==> src/rtl/dmem_arbiter.sv <==
// dmem_arbiter: shares one single-port data memory between a CPU port and a debug port
module dmem_arbiter #(
    parameter int AW       = 6,
    parameter int DW       = 32,
    parameter int MAX_WAIT = 4
) (
    input  logic          i_clk,
    input  logic          i_rst_n,
    input  logic          i_cpu_req,
    input  logic          i_cpu_wr,
    input  logic [AW-1:0] i_cpu_addr,
    input  logic [DW-1:0] i_cpu_wdata,
    output logic          o_cpu_gnt,
    output logic          o_cpu_rvalid,
    output logic [DW-1:0] o_cpu_rdata,
    input  logic          i_cpu_rready,
    input  logic          i_dbg_req,
    input  logic          i_dbg_wr,
    input  logic [AW-1:0] i_dbg_addr,
    input  logic [DW-1:0] i_dbg_wdata,
    output logic          o_dbg_gnt,
    output logic          o_dbg_rvalid,
    output logic [DW-1:0] o_dbg_rdata,
    input  logic          i_dbg_rready,
    output logic          o_mem_wr,
    output logic [AW-1:0] o_mem_addr,
    output logic [DW-1:0] o_mem_din,
    input  logic [DW-1:0] i_mem_dout
);
    typedef enum logic {S_IDLE, S_RESP} state_t;
    state_t        r_state, w_state_nxt;
    logic          r_owner;
    logic [3:0]    r_wait_cnt;
    logic          r_cpu_rvalid, r_dbg_rvalid;
    logic [DW-1:0] r_cpu_rdata, r_dbg_rdata;
    logic          w_can_accept, w_dbg_first, w_cpu_gnt, w_dbg_gnt;

    assign o_cpu_gnt    = w_cpu_gnt;
    assign o_dbg_gnt    = w_dbg_gnt;
    assign o_cpu_rvalid = r_cpu_rvalid;
    assign o_dbg_rvalid = r_dbg_rvalid;
    assign o_cpu_rdata  = r_cpu_rdata;
    assign o_dbg_rdata  = r_dbg_rdata;

    // State register: IDLE or holding a response for the current owner
    always_ff @(posedge i_clk or negedge i_rst_n) begin
        if (!i_rst_n) r_state <= S_IDLE;
        else          r_state <= w_state_nxt;
    end

    // Arbitrate (debug first once starved), steer the memory, pick next state
    always_comb begin
        w_can_accept = i_rst_n && (r_state == S_IDLE || (r_owner ? i_dbg_rready : i_cpu_rready));
        w_dbg_first  = r_wait_cnt >= 4'(MAX_WAIT) || !i_cpu_req;
        w_dbg_gnt    = w_can_accept && i_dbg_req && w_dbg_first;
        w_cpu_gnt    = w_can_accept && i_cpu_req && !w_dbg_gnt;
        o_mem_wr     = (w_dbg_gnt && i_dbg_wr) || (w_cpu_gnt && i_cpu_wr);
        o_mem_addr   = w_dbg_gnt ? i_dbg_addr  : w_cpu_gnt ? i_cpu_addr  : '0;
        o_mem_din    = w_dbg_gnt ? i_dbg_wdata : w_cpu_gnt ? i_cpu_wdata : '0;
        w_state_nxt  = (w_cpu_gnt || w_dbg_gnt) ? S_RESP : w_can_accept ? S_IDLE : r_state;
    end

    // Capture responses on grant; hold them until the port consumes them
    always_ff @(posedge i_clk or negedge i_rst_n) begin
        if (!i_rst_n) begin
            r_owner      <= 1'b0;
            r_cpu_rvalid <= 1'b0;
            r_dbg_rvalid <= 1'b0;
            r_cpu_rdata  <= '0;
            r_dbg_rdata  <= '0;
        end else begin
            if (w_cpu_gnt || w_dbg_gnt) r_owner <= w_dbg_gnt;
            r_cpu_rvalid <= w_cpu_gnt || (r_cpu_rvalid && !i_cpu_rready);
            r_dbg_rvalid <= w_dbg_gnt || (r_dbg_rvalid && !i_dbg_rready);
            if (w_cpu_gnt) r_cpu_rdata <= i_cpu_wr ? '0 : i_mem_dout;
            if (w_dbg_gnt) r_dbg_rdata <= i_dbg_wr ? '0 : i_mem_dout;
        end
    end

    // Count cycles the debug port has been kept waiting, saturating at MAX_WAIT
    always_ff @(posedge i_clk or negedge i_rst_n) begin
        if (!i_rst_n)                     r_wait_cnt <= '0;
        else if (!i_dbg_req || w_dbg_gnt) r_wait_cnt <= '0;
        else if (r_wait_cnt < 4'(MAX_WAIT)) r_wait_cnt <= r_wait_cnt + 4'd1;
    end
endmodule
==> config.mk <==
export PLATFORM = sky130hd
export DESIGN_NAME = dmem_arbiter
export DESIGN_NICKNAME = d
export VERILOG_FILES = /design/src/rtl/dmem_arbiter.sv
export SDC_FILE = /design/constraint.sdc
export NUM_CORES = 1
export LEC_CHECK = 0
export BUFFER_PORTS_ARGS = -buffer_cell sky130_fd_sc_hd__buf_2
export CAP_MARGIN = 10
export CORE_ASPECT_RATIO = 1.25
export CORE_UTILIZATION = 40
export DETAILED_ROUTE_END_ITERATION = 7
export PLACE_DENSITY = 0.79
export SLEW_MARGIN = 20
export SYNTH_ARGS = -nofsm -noshare
export SYNTH_HDL_FRONTEND = slang
export SYNTH_SLANG_ARGS = --single-unit
==> constraint.sdc <==
create_clock -name i_clk -period 4.5 [get_ports i_clk]
set_input_delay 0.225 -clock i_clk [delete_from_list [all_inputs] [get_ports i_clk]]
set_output_delay 0.225 -clock i_clk [all_outputs]
set_load 0.02 [all_outputs]
# After elaboration in Yosys (flattened, before gate mapping)
# Index checks and enable logic that the tools add are counted.
[op_classes] add_sub_neg=1 mul=0 n_div=0 magnitude_cmp=2 eq_ne=0 n_shift=0 muxes=11 bitwise=1 n_reduce_logical=23
[ops] op="two-way mux 32 bit" count=4
[ops] op="two-way mux 6 bit" count=2
[ops] op="logical AND 1 bit" count=9
[ops] op="two-way mux 4 bit" count=2
[ops] op="logical OR 1 bit" count=7
[ops] op="logical NOT 1 bit" count=5
[ops] op="adder 4 x 1 -> 4 bit (second input constant)" count=1
[ops] op=">= comparator 4 x 3 -> 1 bit (second input constant)" count=1
[ops] op="less-than comparator 4 x 3 -> 1 bit (second input constant)" count=1
[ops] op="nonzero test 2 bit" count=2
[ops] op="two-way mux 1 bit" count=3
[ops] op="NOT 1 bit" count=1
[totals] ff_bits=72 latch_bits=0 mem_bits_rw=0 rom_bits=0 input_bits=116 word_cells=45 memories=0

# Depth between registers and ports, before layout
# Gate-level depths: netlist of run 1.
[logic_depth] depth_word=9 ltp_mapped=6 ltp_nobuf=3

# Least setup slack after synthesis of run 1
# No wires, ideal clock.
[synth_path] kind="register to output" start="reg r_wait_cnt[3]" end="out o_mem_din[21]" t_arrival_ps=1647 setup_slack_ps=2628 path_stages_with_launch=7 path_buffers=3 path_cell_list="dfrtp_1 -> or3b_1 -> clkbuf_1 -> clkbuf_1 -> buf_1 -> nand3_1 -> a21oi_1"
[synth_between] elab_chain_len=7
[synth_lines] item="from (decl)" line="33" text="logic [3:0] r_wait_cnt;"
[synth_lines] item="from (signal assigned)" line="84" text="else if (r_wait_cnt < 4'(MAX_WAIT)) r_wait_cnt <= r_wait_cnt + 4'd1;"
[synth_lines] item=">= comparator 4 x 3 -> 1 bit (*)" line="54" text="w_dbg_first = r_wait_cnt >= 4'(MAX_WAIT) || !i_cpu_req;"
[synth_lines] item="logical OR 1 bit (*)" line="54"
[synth_lines] item="logical AND 1 bit (*)" line="55" text="w_dbg_gnt = w_can_accept && i_dbg_req && w_dbg_first;"
[synth_lines] item="logical NOT 1 bit" line="56" text="w_cpu_gnt = w_can_accept && i_cpu_req && !w_dbg_gnt;"
[synth_lines] item="logical AND 1 bit" line="56"
[synth_lines] item="two-way mux 32 bit" line="59" text="o_mem_din = w_dbg_gnt ? i_dbg_wdata : w_cpu_gnt ? i_cpu_wdata : '0;"
[synth_lines] item="two-way mux 32 bit (*)" line="59"
[synth_lines] item="to (decl)" line="27" text="output logic [DW-1:0] o_mem_din,"
# Every way passes the cells marked *; elsewhere a longest branch is shown, timed or not.

# Final worst setup path of run 1
[layout_path] start="in i_cpu_req" end="out o_dbg_gnt"
[layout_between] elab_chain_len=3
[layout_lines] item="from (decl)" line="9" text="input logic i_cpu_req,"
[layout_lines] item="logical NOT 1 bit" line="54"
[layout_lines] item="logical OR 1 bit" line="54"
[layout_lines] item="logical AND 1 bit" line="55"
[layout_lines] item="to (decl)" line="21" text="output logic o_dbg_gnt,"
# Every way passes these cells.

==> results.md, run 1 <==
- Worst EP required: 4280 ps
- Leak pwr: 2.839 nW
- Post-synth EDFFs: 0
- NumNets Final: between 700 and 800
- Sw Ratio: 34.26%
- Crit share post-route: 62.13%
- Sequential cell fraction of total power: between 30% and 40%
- Pwr per Cell Area: 450.3 nW/um^2
- Worst VDD drop: 0.1764 mV
- Seq/Total Area, Yosys: 44.12%
- Total clock sinks: 72
- Max-slew violation count: 0
- Routed vias: 3811
- Comb pwr share: 34.9%
- Crit Path Class: input port to output port
- Vias in the first global route: 3822
- Max-cap check violation count: 0
- # DRC: 0
- Synth cell count leaders: 72 x dfrtp_1, 64 x nor2b_1, 43 x a21oi_1
- Num CTS Buffers: 9
- Final min period: 2796 ps
- Post-synth ARST share: 100.0%
- Synthesis Warnings: 0
- Skew final: 5.496 ps
- FF-to-FF Start: r_wait_cnt[3]$_DFFE_PN0P_
- Drt pass-1 iters: 4
- Final setup TNS: 0 ps
- Crit-path cells: buf_2 > or3b_2 > o2111a_2 > buf_4 > buf_2
- Cts repair resizes: 0
- Setup Viol. Count Final: 0
- DP Wirelength: 7914 um
- GR Util All Layers: 21.77%
- Ports: 223
- Top cell type's share of synthesized area: between 40% and 50%
- Die area: 10620 sq um
- Most used cell, CP: buf_2
- Largest area contributor in the synthesized netlist: dfrtp_1
- Measured slew at the worst slew-check pin: 944.5 ps
- Reg-to-Reg End: o_dbg_rdata[12]$_DFFE_PN0P_
- FMAX: 0.3577 GHz
- Placeable Area: 9759 sq um
- First-pass GRT wire length: ~18000 um
- Grt ovf: 0
- Synth Net Count: 506
- # rows: 40
- Antenna fix cells: 0
- Internal power: 0.001635 W
- Crit path from: i_cpu_req
- CTS clock-pin slew for the worst setup and hold paths: around 60 ps
- Wirelength per Cell: 16.08 um
- Avg Inst Size Synth: 10.50 sq um
- # H-tree levels: 3
- Synthesized area: approximately 4100 sq um
- Net load switching power: about 0.00085 W
- Largest stage delay, worst path: 840 ps
- Antenna Violating Nets Remaining: 0
- Crit path capture type: output port
- RSZ-0062 raised after global routing: false
- Count of final hold-check violations: 0
- Cells after Synth: 389
- Count of cell types in the netlist: 31
- Status: finished clean
- Top cells by area, synth: dfrtp_1 44%, mux2_1 11%, nor2b_1 9.8%
- 1st-iter DRT viols: 101
- FF-to-FF setup slack: approximately 2000 ps
- CTS tree: yes
- Levels on crit path: 5
- Final WL: approximately 12000 um
- Filler instances: 858
- Worst Hold Class: input port to async pin
- Data arrival, critical path: 2570 ps
- I/O Buffers: 222
- CTS Hold Bufs: 0
- Buffers plus inverters on the worst setup path: 3
- Die Y: 115.0 um
- CP Max Fanout: between 40 and 50
- CTS Buffer Depth: 2
- Slew headroom: 37.04%
- Layout cells sized above 1: 45.95%
- Clk_lat worst skew: 320 ps
- Setup crit start kind: input port
- RePlAce Congestion: 0.7925
- Post-synthesis register bit count: 72
- Synth Flop Type: dfrtp_1
- Worst path slowest cell: or3b_2
- DR vias/cell: 5.308
- R2R cell count: 4
- Chip width: slightly above 90 um
- Count leader, synth: dfrtp_1
- Final Util: between 50 and 60%
- Critical path's top delay family: buffers and inverters
- Area Growth Syn to Fin: 35.26%
- Final hold slack: 48.84 ps
- Starting Density: 41.85%
- Initial antenna violation count: 0
- Overall power: 0.002488 W
- CTS Root Cell: clkbuf_16
- Post-CTS setup buffer count: 0
- Clock share of power: 28.4%
- Largest net degree at the start of global routing: 78
[sequential cells by signal, summed over array words and instances (netlist names)]
register,cells
o_cpu_rdata,32
o_cpu_rvalid,1
o_dbg_rvalid,1
r_wait_cnt,4
r_owner,1
r_state,1
o_dbg_rdata,32
[cell usage in the layout, fill, tap and decap left out, types with 2 or more instances in the layout]
master,n
nor2_1,2
dfrtp_1,72
nand3_1,40
o211ai_1,39
nor2b_1,64
mux2_1,39
clkbuf_8,2
a21o_1,2
buf_4,5
clkinv_2,2
clkbuf_16,9
clkbuf_1,2
nor3_1,2
nand2_1,2
mux2_4,25
a21oi_1,43
inv_1,5
buf_2,221
[stage by stage]
step | cell area, sq um | worst slack, ps | cells
after floorplan | 4084 | 2628 | 389
after global placement | 5224 | 1512 | 702
after detailed placement | 5224 | 1369 | 702
after CTS | 5524 | 1318 | 718
after global routing | 5524 | 1589 | 718
final | 5524 | 1704 | 718
[worst register-to-register path: stages (launching register included)]
cell and delay (ps):
dfrtp_1 410, or3b_2 680, o2111a_2 320, buf_4 520
mux2_1 440
[per-layer routing]
layer / track usage (%) / vias up / part of all wire (%) / wire length, um
met5: 0 / - / 0 / 0
met4: 8.125 / 0 / 1.8 / 207
met3: 4.563 / 17 / 6.4 / 736
met2: 39.11 / 180 / 52 / 5967
met1: 25.40 / 1838 / 40 / 4632
li1: - / 1776 / - / -
[power groups by stage]
stage | registers (W) | logic [W] | clock network, W
detailed placement | 0.000922 | 0.000870 | 0
global placement | 0.000913 | 0.000848 | 0
floorplan | 0.00112 | 0.000344 | 0
finish | 0.000915 | 0.000867 | 0.000706
global route | 0.000934 | 0.000929 | 0.000751
CTS | 0.000915 | 0.000876 | 0.000724
[worst max-delay path by stage]
stage	endpoint
5_1_grt	o_dbg_gnt
4_1_cts	o_dbg_gnt
2_1_floorplan	o_mem_din[21]
6_report	o_dbg_gnt
3_5_place_dp	o_dbg_rdata[12]$_DFFE_PN0P_
3_3_place_gp	o_dbg_gnt
[cells by family after synthesis]
kind of cell / count (synthesis) / share of synthesized area (%)
simple gates: 114 / 15.93
fa+ha+maj: 1 / 0.3063
flops: 72 / 44.12
buf+inv: 45 / 4.871
compound gates: 90 / 14.09
xor+xnor: 1 / 0.2145
mux: 66 / 20.47
[layout make-up]
type,count,area [sq um],share of cell area (%)
clock buffers,13,260.3,4.711
clock inverters,3,40.04,0.7248
inverters,6,22.52,0.4077
multi-input cells,272,2098,37.98
flip-flops and latches,72,1802,32.62
well taps,126,157.7,2.854
repair buffers,226,1144,20.70
Note: power is estimated with default switching activity, not from simulation.
==> inputs of run 2 (changes only) <==
PLACE_DENSITY = 0.82   (was 0.79)
clock period = 2.3 ns   (was 4.5 ns; I/O delays follow)
==> results.md, run 2 (same netlist as run 1, synthesis figures left out) <==
- Vias in the first global route: 3828 (was 3822)
- FMAX: 0.4648 GHz
- First-pass GRT wire length: 19300 um (was 18330 um)
- Slew headroom: 43.72% (was 37.04%)
- Pwr per Cell Area: 859.2 nW/um^2 (was 450.3 nW/um^2)
- CTS Root Cell: clkbuf_16 (unchanged)
- Num CTS Buffers: 9 (unchanged)
- # H-tree levels: 3 (unchanged)
- Sequential cell fraction of total power: 37.5% (was 36.8%)
- # rows: 40 (unchanged)
- FF-to-FF Start: r_owner$_DFFE_PN0P_ (was r_wait_cnt[3]$_DFFE_PN0P_)
- Layout cells sized above 1: 45.90% (was 45.95%)
- Setup crit start kind: flip-flop (was input port)
- Reg-to-Reg End: o_dbg_rdata[13]$_DFFE_PN0P_ (was o_dbg_rdata[12]$_DFFE_PN0P_)
- Final WL: 12260 um (was 11540 um)
- Worst setup margin: 148.5 ps (was 1704 ps)
- Sw Ratio: 35.59% (was 34.26%)
- Die Y: 115.0 um (unchanged)
- Final Util: 56.96% (was 56.60%)
- Hold endpoint: o_cpu_rvalid$_DFF_PN0_
- Most frequent cells in the layout: 222 x buf_2, 72 x dfrtp_1, 64 x nor2b_1 (was 221 x buf_2, 72 x dfrtp_1, 64 x nor2b_1)
- Clk_lat worst skew: 330 ps (was 320 ps)
- Comb pwr share: 36.2% (was 34.9%)
- Grt ovf: 0 (unchanged)
- Commonest non-fill, non-tap cell in the layout: buf_2 (unchanged)
- Ports: 223 (unchanged)
- Max-slew violation count: 0 (unchanged)
- Crit share post-route: 93.54%
- I/O Buffers: 222 (unchanged)
- Antenna Violating Nets Remaining: 0 (unchanged)
- CP Max Fanout: 39 (was 42)
- 1st-iter DRT viols: 112 (was 101)
- RePlAce Congestion: 0.8209 (was 0.7925)
- RSZ-0062 raised after global routing: false (unchanged)
- GR Util All Layers: 23.35% (was 21.77%)
- Hold Startpoint: i_cpu_rready
- Count of final hold-check violations: 0 (unchanged)
- Initial antenna violation count: 0 (unchanged)
- Chip width: 92.38 um (unchanged)
- Status: finished clean (unchanged)
- Drt pass-1 iters: 4 (unchanged)
- Overall power: 0.004777 W (was 0.002488 W)
- Crit-path cells: or3b_1 > buf_4 > nand3_1 > a21oi_1 > buf_2 (was buf_2 > or3b_2 > o2111a_2 > buf_4 > buf_2)
- # DRC: 0 (unchanged)
- Net load switching power: 0.001700 W (was 0.0008522 W)
- Worst Hold Class: input port to flip-flop (was input port to async pin)
- Area Growth Syn to Fin: 36.12% (was 35.26%)
- Leak pwr: 2.849 nW (was 2.839 nW)
- Max-cap check violation count: 0 (unchanged)
- Die area: 10620 sq um (unchanged)
- Worst EP required: 2180 ps (was 4280 ps)
- Final hold slack: 88.72 ps (was 48.84 ps)
- CTS Buffer Depth: 2 (unchanged)
- NumNets Final: 709 (was 704)
- DR vias/cell: 5.342 (was 5.308)
- R2R cell count: 3 (was 4)
- Clock share of power: 26.2% (was 28.4%)
- Measured slew at the worst slew-check pin: 844.2 ps (was 944.5 ps)
- Worst VDD drop: 0.3929 mV (was 0.1764 mV)
- Final setup TNS: 0 ps (unchanged)
- Routed vias: 3862 (was 3811)
- DP Wirelength: 8691 um (was 7914 um)
- Wirelength per Cell: 16.96 um (was 16.08 um)
- Largest net degree at the start of global routing: 68 (was 78)
- Starting Density: 41.85% (unchanged)
- Largest stage delay, worst path: 430 ps (was 840 ps)
- Skew final: 3.797 ps (was 5.496 ps)
- Setup Viol. Count Final: 0 (unchanged)
- CTS clock-pin slew for the worst setup and hold paths: 60 ps (about the same)
- Antenna fix cells: 0 (unchanged)
- Crit path capture type: output port (unchanged)
- Internal power: 0.003077 W (was 0.001635 W)
- Total clock sinks: 72 (unchanged)
- FF-to-FF setup slack: 450 ps (was 2030 ps)
- Min-Delay Path Depth: 3
- Worst path slowest cell: dfrtp_1 (was or3b_2)
- Pre-CTS WS: 124.3 ps (was 1369 ps)
- Placeable Area: 9759 sq um (unchanged)
- Final min period: around 2200 ps
- CTS tree: yes (unchanged)
- Data arrival, critical path: 2040 ps (was 2570 ps)
- Crit Path Class: flip-flop to output port (was input port to output port)
run 2: power groups by stage:
stage / clock, W / sequential (W) / combinational, W
2_1_floorplan: 0 / 0.00219 / 0.000673
3_3_place_gp: 0 / 0.00178 / 0.00169
3_5_place_dp: 0 / 0.00181 / 0.00173
4_1_cts: 0.00127 / 0.00180 / 0.00174
5_1_grt: 0.00135 / 0.00183 / 0.00185
6_report: 0.00125 / 0.00179 / 0.00173
run 2: timing repair:
item / CTS / global route
setup buffers: 0 / 0
hold endpoints to repair: 5 / 0
gates resized for setup: 0 / 0
setup endpoints to repair: 1 / 0
hold buffers: 1 / 0
run 2: area by class of cell:
cell class                 instances  area (sq um)
clock inverter                     3         17.52
inverter                           6         22.52
clock buffer                      13         250.2
multi-input combinational        273          2111
fill                             864          4200
sequential                        72          1802
timing repair buffer             230          1199
tap                              126         157.7
run 2: worst max-delay path, delay by kind of cell, from the launching register on:
family                 cells  cell delay [ps]
buffers and inverters      2              620
AOI/OAI and AO/OA          1              310
and+or+nand+nor            2              330
DFF                        1              430
run 2: layer usage:
layer | wire length, um | vias up | share of wire [%] | GRT usage, %
met2 | 5989 | 196 | 49 | 39.90
li1 | - | 1791 | - | -
met1 | 5174 | 1857 | 42 | 28.98
met5 | 0 | - | 0 | 0
met4 | 232 | 0 | 1.9 | 7.917
met3 | 863 | 18 | 7.0 | 5.423
run 2: worst max path at each step:
stage                                    from                           to  cells past startpoint  slack, ps
finish              r_wait_cnt[3]$_DFFE_PN0P_                o_mem_din[13]                      5        150
CTS                       r_owner$_DFFE_PN0P_  o_dbg_rdata[29]$_DFFE_PN0P_                      3        130
global route        r_wait_cnt[3]$_DFFE_PN0P_                o_mem_din[13]                      5         30
floorplan           r_wait_cnt[3]$_DFFE_PN0P_                o_mem_din[21]                      6        540
global placement          r_owner$_DFFE_PN0P_  o_dbg_rdata[10]$_DFFE_PN0P_                      3        160
detailed placement        r_owner$_DFFE_PN0P_  o_dbg_rdata[31]$_DFFE_PN0P_                      3        120
run 2: metrics by stage:
step | cells | area, sq um
6_report | 723 | 5559
5_1_grt | 723 | 5559
4_1_cts | 723 | 5558
3_5_place_dp | 705 | 5269
3_3_place_gp | 705 | 5269
2_1_floorplan | 389 | 4084
==> inputs of run 3 (changes only) <==
--- a/config.mk
+++ b/config.mk
@@ -10,2 +10,3 @@
 export CORE_ASPECT_RATIO = 1.25
+export CORE_MARGIN = 2
 export CORE_UTILIZATION = 40
==> constraint.sdc (replaced) <==
create_clock -name i_clk -period 2.3 [get_ports i_clk]
set_input_delay 0.345 -clock i_clk [delete_from_list [all_inputs] [get_ports i_clk]]
set_output_delay 0.345 -clock i_clk [all_outputs]
set_load 0.02 [all_outputs]
==> results.md, run 3 (same netlist as run 1, synthesis figures left out) <==
- CTS Root Cell: clkbuf_16 (unchanged)
- Antenna Violating Nets Remaining: 0 (unchanged)
- CTS tree: yes (unchanged)
- Max-slew violation count: 0 (unchanged)
- Crit share post-route: 94.40% (was 93.54%)
- Worst Hold Class: input port to flip-flop (unchanged)
- Layout cells sized above 1: 47.71% (was 45.90%)
- Met2 WL: 6508 um (was 5989 um)
- I/O Buffers: 222 (unchanged)
- Crit Path Class: input port to output port (was flip-flop to output port)
- # rows: 41 (was 40)
- Area Growth Syn to Fin: 40.20% (was 36.12%)
- Largest net degree at the start of global routing: 68 (unchanged)
- Die area: 11040 sq um (was 10620 sq um)
- Final setup TNS: 0 ps (unchanged)
- NumNets Final: 724 (was 709)
- Hold Startpoint: i_dbg_rready (was i_cpu_rready)
- DP Wirelength: 9067 um (was 8691 um)
- Initial antenna violation count: 0 (unchanged)
- Placeable Area: 10000 sq um (was 9759 sq um)
- Most frequent cells in the layout: 221 x buf_2, 72 x dfrtp_1, 64 x nor2b_1 (was 222 x buf_2, 72 x dfrtp_1, 64 x nor2b_1)
- Commonest non-fill, non-tap cell in the layout: buf_2 (unchanged)
- Skew final: 6.616 ps (was 3.797 ps)
- CTS clock-pin slew for the worst setup and hold paths: 60 ps (about the same)
- Pwr per Cell Area: 863.7 nW/um^2 (was 859.2 nW/um^2)
- Worst EP required: 1960 ps (was 2180 ps)
- Drt pass-1 iters: 4 (unchanged)
- FF-to-FF setup slack: 380 ps (was 450 ps)
- Chip width: 94.38 um (was 92.38 um)
- DR vias/cell: 5.231 (was 5.342)
- Max-cap check violation count: 0 (unchanged)
- Reg-to-Reg End: o_dbg_rdata[13]$_DFFE_PN0P_ (unchanged)
- Hold endpoint: o_dbg_rvalid$_DFF_PN0_ (was o_cpu_rvalid$_DFF_PN0_)
- Final Util: 57.24% (was 56.96%)
- RSZ-0062 raised after global routing: false (unchanged)
- RePlAce Congestion: 0.7467 (was 0.8209)
- GR Util All Layers: 21.48% (was 23.35%)
- Grt ovf: 0 (unchanged)
- FF-to-FF Start: r_wait_cnt[3]$_DFFE_PN0P_ (was r_owner$_DFFE_PN0P_)
- R2R cell count: 4 (was 3)
- Highest routed metal layer: met4 (unchanged)
- Starting Density: 40.83% (was 41.85%)
- Wl on met1: 4948 um (was 5174 um)
- Filler instances: 848 (was 864)
- Pre-CTS WS: 352.4 ps (was 124.3 ps)
- Final min period: 2171 ps (was 2152 ps)
- Slew headroom: 43.57% (was 43.72%)
- DR WL met3: 961 um (was 863 um)
- Worst setup margin: 128.8 ps (was 148.5 ps)
- Vias in the first global route: 3746 (was 3828)
- Measured slew at the worst slew-check pin: 846.5 ps (was 844.2 ps)
- Leak pwr: 2.949 nW (was 2.849 nW)
- First-pass GRT wire length: 18580 um (was 19300 um)
- Total clock sinks: 72 (unchanged)
- # H-tree levels: 3 (unchanged)
- Status: finished clean (unchanged)
- Wirelength per Cell: 16.92 um (was 16.96 um)
- FMAX: 0.4606 GHz (was 0.4648 GHz)
- Final WL: 12540 um (was 12260 um)
- Clk_lat worst skew: 330 ps (about the same)
- Worst VDD drop: 0.4047 mV (was 0.3929 mV)
- # DRC: 0 (unchanged)
- 1st-iter DRT viols: 146 (was 112)
- Antenna fix cells: 0 (unchanged)
- CP Max Fanout: 14 (was 39)
- Setup Viol. Count Final: 0 (unchanged)
- CTS Buffer Depth: 2 (unchanged)
- Data arrival, critical path: 1830 ps (was 2040 ps)
- Count of final hold-check violations: 0 (unchanged)
- Crit path capture type: output port (unchanged)
- Min-Delay Path Depth: 3 (unchanged)
- Die Y: 117.0 um (was 115.0 um)
- Routed vias: 3876 (was 3862)
- Num CTS Buffers: 9 (unchanged)
- Setup crit start kind: input port (was flip-flop)
- Ports: 223 (unchanged)
run 3: per-layer routing:
layer  vias up  GRT usage [%]
met5         -              0
li1       1821              -
met4         0          5.024
met3         9          3.969
met2       196          40.29
met1      1850          25.36
run 3: metrics by stage:
| stage | instances | area [sq um] | total power, W | hold slack [ps] |
|---|---|---|---|---|
| finish | 741 | 5725 | 0.004945 | 318.2 |
| global route | 741 | 5725 | 0.005195 | 321.1 |
| CTS | 733 | 5640 | 0.004952 | 307.8 |
| detailed placement | 716 | 5335 | 0.003562 | 179.0 |
| global placement | 716 | 5335 | 0.003489 | 173.7 |
| floorplan | 389 | 4084 | 0.002861 | 49.41 |
run 3: critical path, cell delays in order:
cell           delay, ps
dlygate4sd3_1        580
buf_6                170
o2111a_2             480
buf_2                250
run 3: final cells by class:
class | count | area [sq um] | area share [%]
multi-input combinational | 272 | 2098 | 36.65
sequential | 72 | 1802 | 31.47
clock inverter | 7 | 70.07 | 1.224
timing repair buffer | 246 | 1346 | 23.51
tap | 129 | 161.4 | 2.819
inverter | 6 | 22.52 | 0.3934
clock buffer | 9 | 225.2 | 3.934
run 3: worst max path at each step:
stage | from | endpoint | slack [ps] | cells after the start
after detailed placement | i_cpu_req | o_dbg_rdata[13]$_DFFE_PN0P_ | 350 | 5
final | i_rst_n | o_dbg_gnt | 130 | 4
after global placement | i_cpu_req | o_dbg_rdata[12]$_DFFE_PN0P_ | 420 | 5
after CTS | i_rst_n | o_cpu_gnt | 10 | 6
after floorplan | i_cpu_req | o_mem_din[21] | 300 | 6
after global routing | r_owner$_DFFE_PN0P_ | o_mem_din[28] | 0.6 | 5
run 3: what timing repair did:
action / in CTS / in global routing
gates resized for setup: 0 / 2
hold buffers: 1 / 0
hold endpoints to repair: 5 / 0
buffers inserted: 0 / 7
endpoints found under the setup margin: 0 / 3
run 3: report_power, final:
group	internal (W)	switching, W	total, W	leakage [nW]
registers	0.00160	0.000205	0.00181	0.930
clock network	0.000839	0.000534	0.00137	0.146
logic	0.000746	0.00102	0.00176	1.87
